$ cat src/rtl/ps2_pkg.sv
// ---------------------------------------------------------------------------
// ps2_pkg
// Shared definitions for the PS/2 host transmit and receive paths:
// FSM state encodings, frame length, default timing constants and the
// odd-parity helper.
// ---------------------------------------------------------------------------
package ps2_pkg;

  typedef enum logic [2:0] {
    ST_IDLE      = 3'd0,
    ST_INHIBIT   = 3'd1,
    ST_REQ       = 3'd2,
    ST_SEND      = 3'd3,
    ST_ACK       = 3'd4,
    ST_WAIT_IDLE = 3'd5
  } ps2_state_e;

  // start + 8 data + parity + stop
  localparam int FRAME_LEN = 11;

  // Defaults assume a 100 MHz system clock.
  localparam int INHIBIT_CYCLES_DEF = 12000;    // 120 us
  localparam int REQ_CYCLES_DEF     = 200;      // 2 us
  localparam int TIMEOUT_CYCLES_DEF = 2000000;  // 20 ms
  localparam int FILTER_LEN_DEF     = 8;

  // Extra attempts after the first one when retries are built in.
  localparam int MAX_RETRIES = 2;

  function automatic logic odd_parity(input logic [7:0] d);
    return ~^d;
  endfunction

endpackage

$ cat src/rtl/ps2_line_filter.sv
// ---------------------------------------------------------------------------
// ps2_line_filter
// Input conditioning for the PS/2 lines, shared by host TX and RX paths.
// Both lines get a 2-FF synchronizer; the clock additionally gets a
// FILTER_LEN-sample debounce and a one-cycle falling-edge pulse.
//
// Ports:
//   clk         in   system clock
//   rst         in   synchronous active-high reset
//   ps2_clk_i   in   raw PS/2 clock line level
//   ps2_data_i  in   raw PS/2 data line level
//   clk_filt_o  out  debounced clock level
//   data_sync_o out  synchronized data level
//   clk_fall_o  out  one-cycle pulse on filtered clock 1->0
// ---------------------------------------------------------------------------
module ps2_line_filter
  import ps2_pkg::*;
#(
  parameter int FILTER_LEN = FILTER_LEN_DEF
) (
  input  logic clk,
  input  logic rst,
  input  logic ps2_clk_i,
  input  logic ps2_data_i,
  output logic clk_filt_o,
  output logic data_sync_o,
  output logic clk_fall_o
);

  localparam int CNT_W = $clog2(FILTER_LEN + 1);

  logic [1:0]       clk_sync_q;
  logic [1:0]       data_sync_q;
  logic             clk_filt_q;
  logic             fall_q;
  logic [CNT_W-1:0] cnt_q;

  always_ff @(posedge clk) begin
    if (rst) begin
      // Idle bus level is high; resetting to 1 avoids a spurious fall.
      clk_sync_q  <= 2'b11;
      data_sync_q <= 2'b11;
      clk_filt_q  <= 1'b1;
      fall_q      <= 1'b0;
      cnt_q       <= '0;
    end else begin
      clk_sync_q  <= {clk_sync_q[0], ps2_clk_i};
      data_sync_q <= {data_sync_q[0], ps2_data_i};
      fall_q      <= 1'b0;
      // cnt_q counts consecutive samples that disagree with the filtered
      // level; any agreeing sample restarts the run.
      if (clk_sync_q[1] == clk_filt_q) begin
        cnt_q <= '0;
      end else if (cnt_q == CNT_W'(FILTER_LEN - 1)) begin
        clk_filt_q <= clk_sync_q[1];
        cnt_q      <= '0;
        fall_q     <= clk_filt_q;
      end else begin
        cnt_q <= cnt_q + 1'b1;
      end
    end
  end

  assign clk_filt_o  = clk_filt_q;
  assign data_sync_o = data_sync_q[1];
  assign clk_fall_o  = fall_q;

endmodule

$ cat src/rtl/ps2_host_tx.sv
// ---------------------------------------------------------------------------
// ps2_host_tx
// PS/2 host-to-device transmitter. Sends one command byte per request:
// inhibits the clock, issues the request-to-send, shifts start/D0..D7/
// odd parity/stop on device clock falls, then samples the device ACK.
// Outputs are open-collector enables only; the tristates live above.
//
// Build option: define PS2_TX_RETRY_EN to retry a NACK or timeout up to
// MAX_RETRIES times with the same byte before reporting.
//
// Ports:
//   clk          in   system clock (100 MHz)
//   rst          in   synchronous active-high reset
//   ps2_clk_in   in   raw PS/2 clock line level
//   ps2_data_in  in   raw PS/2 data line level
//   tx_data      in   command byte, latched on accept
//   tx_valid     in   request strobe
//   tx_ready     out  idle, can accept a byte
//   tx_busy      out  transmission in progress
//   ps2_clk_oe   out  1 = pull ps2_clk low
//   ps2_data_oe  out  1 = pull ps2_data low
//   tx_done      out  one-cycle completion pulse
//   tx_err       out  qualifies tx_done: 1 = NACK or timeout
// ---------------------------------------------------------------------------
module ps2_host_tx
  import ps2_pkg::*;
#(
  parameter int INHIBIT_CYCLES = INHIBIT_CYCLES_DEF,
  parameter int REQ_CYCLES     = REQ_CYCLES_DEF,
  parameter int TIMEOUT_CYCLES = TIMEOUT_CYCLES_DEF,
  parameter int FILTER_LEN     = FILTER_LEN_DEF
) (
  input  logic       clk,
  input  logic       rst,
  input  logic       ps2_clk_in,
  input  logic       ps2_data_in,
  input  logic [7:0] tx_data,
  input  logic       tx_valid,
  output logic       tx_ready,
  output logic       tx_busy,
  output logic       ps2_clk_oe,
  output logic       ps2_data_oe,
  output logic       tx_done,
  output logic       tx_err
);

  localparam int TMR_MAX = (INHIBIT_CYCLES > REQ_CYCLES) ? INHIBIT_CYCLES : REQ_CYCLES;
  localparam int TMR_W   = $clog2(TMR_MAX + 1);
  localparam int WD_W    = $clog2(TIMEOUT_CYCLES + 1);

  logic clk_filt;
  logic data_sync;
  logic clk_fall;

  ps2_line_filter #(
    .FILTER_LEN(FILTER_LEN)
  ) u_filter (
    .clk        (clk),
    .rst        (rst),
    .ps2_clk_i  (ps2_clk_in),
    .ps2_data_i (ps2_data_in),
    .clk_filt_o (clk_filt),
    .data_sync_o(data_sync),
    .clk_fall_o (clk_fall)
  );

  ps2_state_e       state_q;
  logic [7:0]       byte_q;
  logic [3:0]       bit_idx_q;
  logic [TMR_W-1:0] timer_q;
  logic [WD_W-1:0]  wdog_q;
  logic             nack_q;
  logic             clk_oe_q;
  logic             data_oe_q;
  logic             ready_q;
  logic             busy_q;
  logic             done_q;
  logic             err_q;
`ifdef PS2_TX_RETRY_EN
  logic [1:0]       retry_q;
`endif

  logic [FRAME_LEN-1:0] frame_w;
  logic                 in_frame_w;
  logic                 timeout_w;
  logic                 idle_seen_w;
  logic                 attempt_end_w;
  logic                 attempt_fail_w;
  logic                 retry_w;

  always_comb begin
    // Bit 0 is the start bit, already on the line from REQ; fall k drives bit k.
    frame_w        = {1'b1, odd_parity(byte_q), byte_q, 1'b0};
    in_frame_w     = (state_q == ST_SEND) || (state_q == ST_ACK) ||
                     (state_q == ST_WAIT_IDLE);
    timeout_w      = in_frame_w && (wdog_q == '0);
    idle_seen_w    = (state_q == ST_WAIT_IDLE) && clk_filt && data_sync;
    attempt_end_w  = timeout_w || idle_seen_w;
    attempt_fail_w = timeout_w || nack_q;
`ifdef PS2_TX_RETRY_EN
    retry_w        = attempt_fail_w && (retry_q < 2'(MAX_RETRIES));
`else
    retry_w        = 1'b0;
`endif
  end

  always_ff @(posedge clk) begin
    if (rst) begin
      state_q   <= ST_IDLE;
      byte_q    <= '0;
      bit_idx_q <= '0;
      timer_q   <= '0;
      wdog_q    <= '0;
      nack_q    <= 1'b0;
      clk_oe_q  <= 1'b0;
      data_oe_q <= 1'b0;
      ready_q   <= 1'b1;
      busy_q    <= 1'b0;
      done_q    <= 1'b0;
      err_q     <= 1'b0;
`ifdef PS2_TX_RETRY_EN
      retry_q   <= '0;
`endif
    end else begin
      done_q <= 1'b0;
      err_q  <= 1'b0;

      // Watchdog spans the whole frame from clock release; never per bit.
      if (in_frame_w && (wdog_q != '0)) begin
        wdog_q <= wdog_q - 1'b1;
      end

      case (state_q)
        ST_IDLE: begin
          if (tx_valid) begin
            byte_q   <= tx_data;
            ready_q  <= 1'b0;
            busy_q   <= 1'b1;
            clk_oe_q <= 1'b1;
            timer_q  <= TMR_W'(INHIBIT_CYCLES - 1);
            state_q  <= ST_INHIBIT;
`ifdef PS2_TX_RETRY_EN
            retry_q  <= '0;
`endif
          end
        end

        ST_INHIBIT: begin
          if (timer_q == '0) begin
            data_oe_q <= 1'b1;
            timer_q   <= TMR_W'(REQ_CYCLES - 1);
            state_q   <= ST_REQ;
          end else begin
            timer_q <= timer_q - 1'b1;
          end
        end

        ST_REQ: begin
          if (timer_q == '0) begin
            clk_oe_q  <= 1'b0;
            bit_idx_q <= '0;
            wdog_q    <= WD_W'(TIMEOUT_CYCLES - 1);
            state_q   <= ST_SEND;
          end else begin
            timer_q <= timer_q - 1'b1;
          end
        end

        ST_SEND: begin
          if (clk_fall) begin
            data_oe_q <= ~frame_w[bit_idx_q + 4'd1];
            bit_idx_q <= bit_idx_q + 4'd1;
            // The fall that releases the stop bit ends the shift phase.
            if (bit_idx_q == 4'(FRAME_LEN - 2)) begin
              state_q <= ST_ACK;
            end
          end
        end

        ST_ACK: begin
          if (clk_fall) begin
            nack_q  <= data_sync;
            state_q <= ST_WAIT_IDLE;
          end
        end

        ST_WAIT_IDLE: begin
        end

        default: begin
          state_q <= ST_IDLE;
        end
      endcase

      // End of an attempt overrides anything the case above decided.
      if (attempt_end_w) begin
        clk_oe_q  <= 1'b0;
        data_oe_q <= 1'b0;
        bit_idx_q <= '0;
        wdog_q    <= '0;
        if (retry_w) begin
          clk_oe_q <= 1'b1;
          timer_q  <= TMR_W'(INHIBIT_CYCLES - 1);
          state_q  <= ST_INHIBIT;
`ifdef PS2_TX_RETRY_EN
          retry_q  <= retry_q + 2'd1;
`endif
        end else begin
          ready_q <= 1'b1;
          busy_q  <= 1'b0;
          done_q  <= 1'b1;
          err_q   <= attempt_fail_w;
          state_q <= ST_IDLE;
        end
      end
    end
  end

  assign tx_ready    = ready_q;
  assign tx_busy     = busy_q;
  assign ps2_clk_oe  = clk_oe_q;
  assign ps2_data_oe = data_oe_q;
  assign tx_done     = done_q;
  assign tx_err      = err_q;

endmodule

$ cat config.mk
export PLATFORM = sky130hd
export DESIGN_NAME = ps2_host_tx
export DESIGN_NICKNAME = d
export VERILOG_FILES = /design/src/rtl/ps2_pkg.sv /design/src/rtl/ps2_line_filter.sv /design/src/rtl/ps2_host_tx.sv
export SDC_FILE = /design/constraint.sdc
export NUM_CORES = 1
export LEC_CHECK = 0
export BUFFER_PORTS_ARGS = -buffer_cell sky130_fd_sc_hd__buf_2
export CAP_MARGIN = 25
export CORE_MARGIN = 4
export CORE_UTILIZATION = 61
export CTS_CLUSTER_DIAMETER = 40
export DETAILED_ROUTE_END_ITERATION = 10
export GPL_TIMING_DRIVEN = 0
export PLACE_DENSITY = 0.85
export SLEW_MARGIN = 30
export SYNTH_ARGS = -nofsm -noshare
export SYNTH_HDL_FRONTEND = slang
export SYNTH_SLANG_ARGS = --single-unit
export TNS_END_PERCENT = 10
$ cat constraint.sdc
create_clock -name clk -period 2.95 [get_ports clk]
set_input_delay 0.4425 -clock clk [delete_from_list [all_inputs] [get_ports clk]]
set_output_delay 0.4425 -clock clk [all_outputs]
set_load 0.03 [all_outputs]
# Yosys cells after proc, flatten, opt, wreduce, memory -nomap -nowiden
# Cells that the tools add are included.
[classes]
add_sub_neg = 4
order_cmp = 1
n_eq_ne = 15
muxes = 26
n_bitwise = 5
reduce_logical = 29
[op_table]
columns = ["op", "count"]
rows = [
  ["$mux 21", 3],
  ["$mux 14", 3],
  ["$pmux 14 s3", 1],
  ["$logic_not 21->1", 1],
  ["$reduce_bool 21->1", 1],
  ["$sub 21x1->21 const B", 1],
  ["$mux 3", 6],
  ["$pmux 3 s6", 1],
  ["$logic_not 14->1", 1],
  ["$sub 14x1->14 const B", 1],
  ["$reduce_and 3->1", 4],
  ["$add 4x1->4 const B", 2],
  ["$mux 4", 2],
  ["$ne 2x2->1 const B", 4],
  ["$pmux 4 s2", 1],
  ["$reduce_xnor 8->1", 1],
  ["$reduce_and 7->1", 1],
  ["$eq 3x2->1 const B", 2],
  ["$eq 3x3->1 const B", 2],
  ["$mux 1", 6],
  ["$ne 2x1->1 const B", 3],
  ["$reduce_and 2->1", 3],
  ["$reduce_bool 2->1", 3],
  ["$reduce_or 3->1", 2],
  ["13 further kinds", 25],
]
[word_totals]
regBits = 67
in_bits = 13
out_inout_bits = 6
wordCells = 97

# Depth between registers and ports, before layout
# Gate-level depths: netlist (run 1).
[logic_depth]
ltp_word = 7
mapped_depth = 8
ltp_nobuf = 7

# Modules after synthesis
# From an unflattened synthesis (run 1), not the netlist that was laid out.
[unflattened]
cells_unflattened = 406
area_unflattened_um2 = 3377.0
[modules_own_cells]
columns = ["module", "n_inst", "cells_each", "area_per_inst_um2"]
rows = [
  ["ps2_host_tx", 1, 377, 3042.9],
  ["ps2_line_filter", 1, 29, 334.1],
]

# Worst setup path before layout (run 1)
# OpenSTA, ideal clock, no wires.
[synth_timing]
path_kind = "register to register"
startpoint = "reg wdog_q[0]"
endpoint = "reg wdog_q[14]"
setup_ns = 0.075
arrival_time_ns = 2.039
required_ns = 2.875
setup_slack_ns = 0.836
path_stages_with_launch = 9
path_buffers = 1
path_cell_list = "dfxtp_1 -> inv_1 -> ha_1 -> nor2b_1 -> and3_2 -> a211o_1 -> buf_2 -> or4_1 -> a21oi_1"
[synth_between]
elab_chain_len = 5
elab_cells_between_ends = 10
[synth_rtl]
columns = ["element", "line", "rtl"]
rows = [
  ["from (decl)", "ps2_host_tx.sv:71", "logic [WD_W-1:0] wdog_q;"],
  ["from (signal assigned)", "ps2_host_tx.sv:130", "wdog_q <= wdog_q - 1'b1;"],
  ["from (signal assigned)", "ps2_host_tx.sv:162", "wdog_q <= WD_W'(TIMEOUT_CYCLES - 1);"],
  ["branches (longest 5 deep; another with $sub 21x1->21)", "-", ""],
]
# Parallel ways; which one is timed is not known.
# A chain may end at the register's enable or synchronous reset.

# Worst setup path after layout (run 1)
[layout_timing]
startpoint = "reg wdog_q[0]"
endpoint = "reg wdog_q[10]"
# The elaborated chain is that of the path after synthesis.

==> flow_metrics.py, run 1 <==
metrics = {
    "cts": {
        "cts_tree": "yes",
        "post_cts_resized": 0,
        "htreeDepth": 3,
        "cts_root_buffer": "clkbuf_8",
        "clockBufferDepth": 2,
        "path_clk_slew_ns": 0.07,
        "clock_sinks": 67,
        "post_cts_buffers": 0,
        "ctsHoldBuffers": 0,
        "cts_inserted_buffers": 9,
        "clk_latency_ns": 0.35,
    },
    "critical_path": {
        "crit_type": "reg -> reg",
        "cp.required_ns": 3.19,
        "cp_slowest_cell": "a2111oi_1",
        "cp.arrival_ns": 2.59,
        "critPathMaxStageDelay_ns": 0.76,
        "ff2ff_path_depth": 7,
        "start_kind": "register",
        "crit_path_end_kind": "register",
        "crit_fanout": 5,
        "rrSetupSlack_ns": 0.59,
        "path_cells": "inv_1 > ha_1 > nor2b_1 > and3_2 > a2111oi_1 > and4_1 > nor3_1",
    },
    "sta": {
        "period_share_pct": 79.9,
        "worst_pin_slew_ns": 0.900,
        "final-setup-viol-count": 0,
        "final.min_clock_period_ns": 2.36,
        "finalHoldViolCount": 0,
        "grt_setup_unrepaired": "false",
        "slew_violations": 0,
        "tns_ns": 0,
        "max_freq_mhz": 424,
        "holdWs_ns": 0.282,
        "maxSlewHeadroom_pct": 39.4,
        "finClkSkew_ns": 0.0117,
    },
    "power_and_ir_drop": {
        "leakage_uw": 0.00143,
        "ir_worst_vdd_mv": 0.608,
        "power_uw": 3050,
        "power.density_mw_per_mm2": 805,
    },
    "die": {
        "core_area_sq_mm": 0.00547,
        "initial_core_util_pct": 62.6,
        "die_w_microns": 82.9,
        "fp-row-count": 27,
        "die-height_microns": 82.9,
        "die-area_sq_mm": 0.00687,
        "io_pins": 19,
    },
    "finish": {
        "drive_gt1_share_pct": 16.4,
        "diodes": 0,
        "area_growth_pct": 10.8,
        "nets": 439,
    },
    "synthesis": {
        "syn-cell-area_sq_mm": 0.00342,
        "syn_inst": 391,
        "ys_seq_area_share_pct": 39.2,
        "ys_ff_latch": 67,
        "syn_nets": 411,
        "ys_types": 73,
        "synth_top_area_share_pct": 39.2,
        "synth_largest_area_cell": "dfxtp_1",
        "avgSynthCellArea_sq_um": 8.76,
        "synth_edf_count": 0,
        "synth_top_flop_cell": "dfxtp_1",
        "synthTopCellsByArea": "dfxtp_1 (39%), a21oi_1 (4.7%), nor2_1 (4.3%)",
        "synth-async-reset-ratio_pct": 0,
        "synth_most_common_cell": "dfxtp_1",
        "yosysWarnings": 0,
        "synth_common_cells": "dfxtp_1 (67), nor2_1 (39), a21oi_1 (32), nand2_1 (32), o21ai_0 (15)",
    },
    "routing": {
        "dr.pass1.iters": 5,
        "vias": 3101,
        "drt-total-wl_microns": 7710,
        "drtIter0Drc": 267,
        "dr_wl_met3_microns": 407,
        "drc_errors": 0,
        "postRouteAntennaNets": 0,
        "met1Wirelength_microns": 3440,
        "wl_per_cell_microns": 15.6,
        "via_per_inst": 6.28,
        "wl_met2_microns": 3690,
        "top_layer": "met4",
    },
    "placement": {
        "gp_congestion": 0.916,
        "portBuffers": 17,
        "hpwl_microns": 5500,
    },
    "min_path": {
        "hold_depth": 2,
        "hold_path_class": "in -> reg",
    },
    "flow_run": {
        "maxCapViolations": 0,
    },
    "global_route": {
        "grt_pass1_wl_microns": 13300,
        "grt_pass1_vias": 2951,
        "antenna_found_initial": 0,
        "grt-ovfl-total": 0,
        "grt_usage_pct": 23.2,
        "grt_max_degree": 11,
    },
    "status": {
        "status": "finished, final reports clean",
    },
}
## area by class of cell
class | instances | area (sq um)
plain buffers | 17 | 101
clock buffers | 13 | 179
clock inverters | 1 | 7.51
fillers | 463 | 1680
inverters | 11 | 41.3
multi-input cells | 296 | 1950
flip-flops and latches | 67 | 1340
well taps | 72 | 90.1
repair buffers | 17 | 85.1
## worst paths after layout
check / start / to
worst min register to register: u_filter.data_sync_q[0] / u_filter.data_sync_q[1]
worst min-delay path: ps2_data_in / u_filter.data_sync_q[0]
worst max-delay path: wdog_q[0] / wdog_q[10]
worst max register to register: wdog_q[0] / wdog_q[10]
## layer usage
metal  vias up  GRT usage, %
met2       106          36.8
li1       1511             -
met5         -             0
met4         0          11.7
met3        22          4.56
met1      1462          29.9
## stage by stage
| stage | std cells | util (%) | instance area (sq um) | worst slack (ns) |
|---|---|---|---|---|
| 5_1_grt | 494 | 69.3 | 3790 | 0.350 |
| 6_report | 494 | 69.3 | 3790 | 0.593 |
| 2_1_floorplan | 391 | - | 3420 | 0.836 |
| 3_3_place_gp | 480 | 65.8 | 3600 | 0.694 |
| 4_1_cts | 494 | 69.2 | 3780 | 0.585 |
| 3_5_place_dp | 480 | 65.8 | 3600 | 0.592 |
## cells in the final DEF, fill, tap and decap left out, drive strengths merged, types with 6 or more instances in the layout
master,count
nand3,12
nor2,39
or4,9
ha,7
buf,25
a21oi,32
o31ai,9
or2,9
xor2,6
nor4,9
o21ai,18
a211oi,7
inv,10
nor3,12
xnor2,11
nand2,34
a31oi,8
dfxtp,67
clkbuf,22
## sequential cells by signal, indices dropped and copies added (netlist names)
signal and cells:
u_filter.cnt_q 4, byte_q 8, tx_ready 1, u_filter.data_sync_q 2, wdog_q 21, ps2_data_oe 1, tx_done 1, tx_err 1
bit_idx_q 4, u_filter.clk_filt_o 1, state_q 3, tx_busy 1, timer_q 14, nack_q 1, u_filter.clk_fall_o 1, ps2_clk_oe 1
u_filter.clk_sync_q 2
## cell families (layout without fill, tap and decap cells)
group           after synthesis  in the layout  share of synthesized area, %
buf+inv                      28             59                          4.17
fa+ha+maj                     7              7                          2.56
compound gates              109            109                          22.2
mux                           6              6                          2.12
simple gates                157            157                          25.4
xor+xnor                     17             17                          4.35
flops                        67             67                          39.2
## worst max-delay path: cells and delay by family, from the launching register on
kind	cells	cell delay [ns]
AO/OA/AOI/OAI	1	0.76
adder cells (fa/ha/maj)	1	0.23
buffers and inverters	1	0.10
flip-flops	1	0.44
AND/OR/NAND/NOR	4	0.73
## where the power goes
group / internal, uW / switching [uW]
logic: 447 / 699
clock network: 388 / 333
registers: 1040 / 140
Power figures use the tool's default switching activity.
==> inputs of run 2 (changes only) <==
- CORE_UTILIZATION: 61 -> 55
- PLACE_DENSITY: 0.85 -> 0.81
- clock period: 2.95 -> 1.9 ns (I/O delays scaled with it)
==> flow_metrics.py, run 2 (same netlist as run 1, synthesis figures left out) <==
metrics = {
    "die": {
        "core_area_sq_mm": 0.00599,
        "io_pins": 19,
        "die-area_sq_mm": 0.00755,
        "die_w_microns": 86.9,
        "die-height_microns": 86.9,
        "initial_core_util_pct": 57.1,
        "fp-row-count": 28,
    },
    "routing": {
        "drc_errors": 0,
        "via_per_inst": 6.29,
        "drtIter0Drc": 359,
        "drt-total-wl_microns": 8470,
        "wl_per_cell_microns": 16.6,
        "dr.pass1.iters": 5,
        "postRouteAntennaNets": 0,
        "vias": 3215,
    },
    "min_path": {
        "hold_path_class": "in -> reg",
        "hold_depth": 2,
    },
    "sta": {
        "max_freq_mhz": 493,
        "final-setup-viol-count": 6,
        "slew_violations": 0,
        "grt_setup_unrepaired": "true",
        "fin_ws_ns": -0.127,
        "worst_pin_slew_ns": 0.858,
        "maxSlewHeadroom_pct": 42.6,
        "period_share_pct": 107,
        "finClkSkew_ns": 0.00759,
        "finalHoldViolCount": 0,
        "final.min_clock_period_ns": 2.03,
    },
    "finish": {
        "fill_cells": 435,
        "largest_reg_flops": 21,
        "drive_gt1_share_pct": 28.2,
        "multi_input_comb_area_sq_mm": 0.00214,
        "final_cell_mix": "dfxtp_1 (57), nor2_1 (36), nand2_1 (31)",
        "regArea_sq_mm": 0.00136,
        "largestRegisters": "wdog_q x21, timer_q x14, byte_q x8",
        "fin_cells": 511,
        "nets": 451,
        "postLayoutCoreUtil_pct": 69.6,
        "final_common_cell": "dfxtp_1",
        "area_growth_pct": 21.7,
        "top_register": "wdog_q",
        "diodes": 0,
    },
    "critical_path": {
        "cp-startpoint": "wdog_q[0]",
        "critPathMaxStageDelay_ns": 0.47,
        "critPathBufInv": 2,
        "rrSetupSlack_ns": -0.13,
        "crit_type": "reg -> reg",
        "ff2ff_path_depth": 8,
        "crit_fanout": 8,
        "r2r-start": "wdog_q[0]",
        "cp.arrival_ns": 2.31,
        "crit_path_end_kind": "register",
        "crit_family": "simple AND/OR/NAND/NOR gates",
        "regToRegEndpoint": "wdog_q[14]",
        "cp_slowest_cell": "or4_4",
        "crit_end": "wdog_q[14]",
        "crit_cells": 8,
        "cp.required_ns": 2.19,
        "path_cells": "inv_4 > ha_4 > nor2b_4 > and3_4 > a211o_1 > buf_6 > or4_4 > a21oi_2",
        "start_kind": "register",
    },
    "power_and_ir_drop": {
        "power_frac_seq_pct": 36.2,
        "p_clk_share_pct": 25.3,
        "power.density_mw_per_mm2": 1260,
        "p_comb_share_pct": 38.5,
        "internal_power_uw": 3270,
        "leakage_uw": 0.00161,
        "ir_worst_vdd_mv": 1.01,
        "p_sw_share_pct": 37.9,
        "switchingPower_uw": 2000,
    },
    "placement": {
        "placedCellCount": 483,
        "gp_congestion": 0.924,
        "portBuffers": 17,
        "hpwl_microns": 5460,
        "dpl_worst_slack_ns": -0.290,
    },
    "global_route": {
        "grt_max_degree": 13,
        "grt_pass1_wl_microns": 13900,
        "grt-ovfl-total": 0,
        "grt_pass1_vias": 2977,
        "antenna_found_initial": 0,
        "grt_usage_pct": 22.9,
    },
    "cts": {
        "clk_latency_ns": 0.34,
        "cts_tree": "yes",
        "clock_sinks": 67,
        "cts_inserted_buffers": 9,
        "htreeDepth": 3,
        "path_clk_slew_ns": 0.07,
        "clockBufferDepth": 2,
        "cts_root_buffer": "clkbuf_8",
    },
    "status": {
        "failed_checks": "negative setup slack",
        "status": "finished with violations",
    },
    "flow_run": {
        "maxCapViolations": 0,
    },
}
## run 2: stage by stage
| step | instance area (sq um) | power, uW | hold WS [ns] | setup TNS, ns |
|---|---|---|---|---|
| after CTS | 3950 | 5040 | 0.127 | -1.37 |
| after global placement | 3640 | 3530 | 0.399 | -4.71 |
| final | 4170 | 5270 | 0.127 | -0.426 |
| after global routing | 4170 | 5600 | 0.135 | -1.43 |
| after floorplan | 3460 | 3200 | 0.389 | -0.000700 |
| after detailed placement | 3640 | 3590 | 0.398 | -6.10 |
## run 2: metal layers
layer  share of wire (%)  vias up  global-route usage, %
met2                  48      165                   36.4
li1                    -     1538                      -
met5                   0        -                      0
met3                 7.2       21                   5.68
met4                 1.5        0                   8.64
met1                  43     1491                   29.9
## run 2: layout make-up
type / count / area share, %
multi-input combinational: 296 / 51.3
inverter: 11 / 1.05
tap: 75 / 2.25
timing repair buffer: 31 / 4.59
clock inverter: 6 / 2.10
buffer: 15 / 2.79
sequential: 67 / 32.6
clock buffer: 10 / 3.30
## run 2: repair_timing
item                                    CTS  global route
endpoints found under the setup margin   45            46
pin swaps                                 5            18
gates cloned                              0             1
setup buffers                             3            10
hold buffers                              0             0
gates resized for setup                  15            39
## run 2: worst min path at each step
stage / from / to / slack [ns]
finish: ps2_clk_in / u_filter.clk_sync_q[0] / 0.13
global route: ps2_data_in / u_filter.data_sync_q[0] / 0.13
CTS: ps2_data_in / u_filter.data_sync_q[0] / 0.13
detailed placement: u_filter.clk_sync_q[0] / u_filter.clk_sync_q[1] / 0.40
global placement: u_filter.data_sync_q[0] / u_filter.data_sync_q[1] / 0.40
floorplan: ps2_clk_in / u_filter.clk_sync_q[0] / 0.39
## run 2: worst reg2reg max path: stages, from the launching register on
cell	delay (ns)
dfxtp_4	0.38
inv_4	0.04
ha_4	0.15
nor2b_4	0.13
and3_4	0.19
a211o_1	0.32
buf_6	0.14
or4_4	0.48
a21oi_2	0.14
## run 2: power by group through the flow
stage	combinational (uW)	sequential, uW	clock (uW)
floorplan	1340	1860	0
global placement	1690	1850	0
detailed placement	1720	1860	0
CTS	1820	1880	1350
global route	2240	1940	1420
finish	2030	1910	1330
==> inputs of run 3 (changes only) <==
- CELL_PAD_IN_SITES_DETAIL_PLACEMENT: not set -> 1
- CELL_PAD_IN_SITES_GLOBAL_PLACEMENT: not set -> 2
- CORE_UTILIZATION: 55 -> 34
- PLACE_DENSITY: 0.81 -> 0.8
==> flow_metrics.py, run 3 (same netlist as run 1, synthesis figures left out) <==
metrics = {
    "die": {
        "die-area_sq_mm": 0.0117,
        "die_w_microns": 108,
        "initial_core_util_pct": 35.0,
        "core_area_sq_mm": 0.00977,
        "io_pins": 19,
        "fp-row-count": 36,
        "die-height_microns": 108,
    },
    "status": {
        "status": "finished with violations",
        "failed_checks": "negative setup slack",
    },
    "placement": {
        "dpl_worst_slack_ns": -0.402,
        "hpwl_microns": 6360,
        "portBuffers": 17,
        "gp_congestion": 0.792,
    },
    "global_route": {
        "grt-ovfl-total": 0,
        "grt_max_degree": 12,
        "grt_pass1_vias": 3157,
        "antenna_found_initial": 0,
        "grt_usage_pct": 17.0,
        "grt_pass1_wl_microns": 15800,
    },
    "cts": {
        "clk_latency_ns": 0.35,
        "ctsHoldBuffers": 0,
        "cts_inserted_buffers": 9,
        "clock_sinks": 67,
        "clockBufferDepth": 2,
        "cts_root_buffer": "clkbuf_8",
        "cts_tree": "yes",
        "path_clk_slew_ns": 0.08,
        "htreeDepth": 3,
    },
    "min_path": {
        "min-delay-start": "ps2_clk_in",
        "hold_path_class": "in -> reg",
        "hold_depth": 2,
        "min_to": "u_filter.clk_sync_q[0]",
    },
    "sta": {
        "final.min_clock_period_ns": 1.99,
        "holdWs_ns": 0.128,
        "fin_ws_ns": -0.0906,
        "slew_violations": 0,
        "maxSlewHeadroom_pct": 59.8,
        "finClkSkew_ns": 0.0118,
        "final-setup-viol-count": 7,
        "max_freq_mhz": 502,
        "period_share_pct": 105,
        "finalHoldViolCount": 0,
        "tns_ns": -0.299,
        "grt_setup_unrepaired": "true",
        "worst_pin_slew_ns": 0.600,
    },
    "finish": {
        "nets": 456,
        "drive_gt1_share_pct": 28.0,
        "largestRegisters": "wdog_q x21, timer_q x14, byte_q x8",
        "fill_cells": 1154,
        "diodes": 0,
        "top_register": "wdog_q",
        "multi_input_comb_area_sq_mm": 0.00216,
        "regArea_sq_mm": 0.00136,
        "final_cell_mix": "dfxtp_1 (59), nor2_1 (35), nand2_1 (31)",
        "area_growth_pct": 25.7,
        "largest_reg_flops": 21,
        "final_common_cell": "dfxtp_1",
    },
    "power_and_ir_drop": {
        "power_uw": 5370,
        "leakage_uw": 0.00163,
        "ir_worst_vdd_mv": 0.626,
        "power.density_mw_per_mm2": 1250,
    },
    "critical_path": {
        "start_kind": "register",
        "cp.arrival_ns": 2.28,
        "r2r-start": "wdog_q[0]",
        "crit_type": "reg -> reg",
        "crit_path_end_kind": "register",
        "regToRegEndpoint": "wdog_q[14]",
        "ff2ff_path_depth": 8,
        "crit_fanout": 8,
        "cp.required_ns": 2.19,
        "rrSetupSlack_ns": -0.09,
    },
    "routing": {
        "via_per_inst": 5.42,
        "dr.pass1.iters": 4,
        "vias": 3106,
        "drtIter0Drc": 102,
        "drc_errors": 0,
        "postRouteAntennaNets": 0,
        "drt-total-wl_microns": 9430,
        "wl_per_cell_microns": 16.5,
    },
    "flow_run": {
        "maxCapViolations": 0,
    },
}
[run 3: cell count changes in the layout (fill, tap and decap cells not counted), sizes merged]
cell,before,now
buf,40,44
clkinv,4,2
inv,11,10
bufinv,2,1
clkbuf,16,20
[run 3: what timing repair did]
item | CTS | global route
gates resized for setup | 27 | 28
setup buffers | 12 | 6
pin swaps | 10 | 10
endpoints found under the setup margin | 48 | 44
[run 3: layout make-up]
type / instances / area share [%]
multi-input cells: 296 / 50.1
clock inverters: 2 / 0.814
flip-flops and latches: 67 / 31.5
plain buffers: 16 / 3.02
inverters: 11 / 1.02
clock buffers: 13 / 3.92
repair buffers: 35 / 5.70
well taps: 133 / 3.87
[run 3: worst max path at each step]
stage / start / slack (ns) / to
6_report: wdog_q[0] / -0.09 / wdog_q[14]
5_1_grt: wdog_q[0] / -0.16 / wdog_q[14]
4_1_cts: wdog_q[0] / -0.10 / wdog_q[14]
3_5_place_dp: timer_q[9] / -0.40 / timer_q[11]
3_3_place_gp: timer_q[9] / -0.43 / timer_q[11]
2_1_floorplan: wdog_q[0] / -0.0007 / wdog_q[14]
[run 3: power by group]
group          internal [uW]  total [uW]  switching (uW)
sequential              1630        1930             302
combinational            953        2180            1230
clock                    706        1250             544
[run 3: metal layers]
metal | GRT usage [%] | share of wire, % | vias to the layer above
li1 | - | - | 1534
met1 | 22.3 | 48 | 1523
met2 | 28.1 | 48 | 37
met3 | 2.75 | 2.7 | 12
met4 | 6.13 | 1.5 | 0
met5 | 0 | 0 | -
[run 3: worst max-delay path, stage by stage, from the launching register on]
cell and delay (ns):
dfxtp_4 0.38, inv_4 0.04, ha_4 0.15, nor2b_4 0.12, and3_4 0.19, a211o_1 0.30, buf_6 0.14, or4_4 0.48
a21oi_2 0.14
[run 3: through the flow]
step	cell area, sq um	util (%)	std cells
5_1_grt	4300	44.0	573
3_3_place_gp	3710	38.0	541
4_1_cts	4150	42.5	567
6_report	4300	44.0	573
2_1_floorplan	3460	-	391
3_5_place_dp	3710	38.0	541
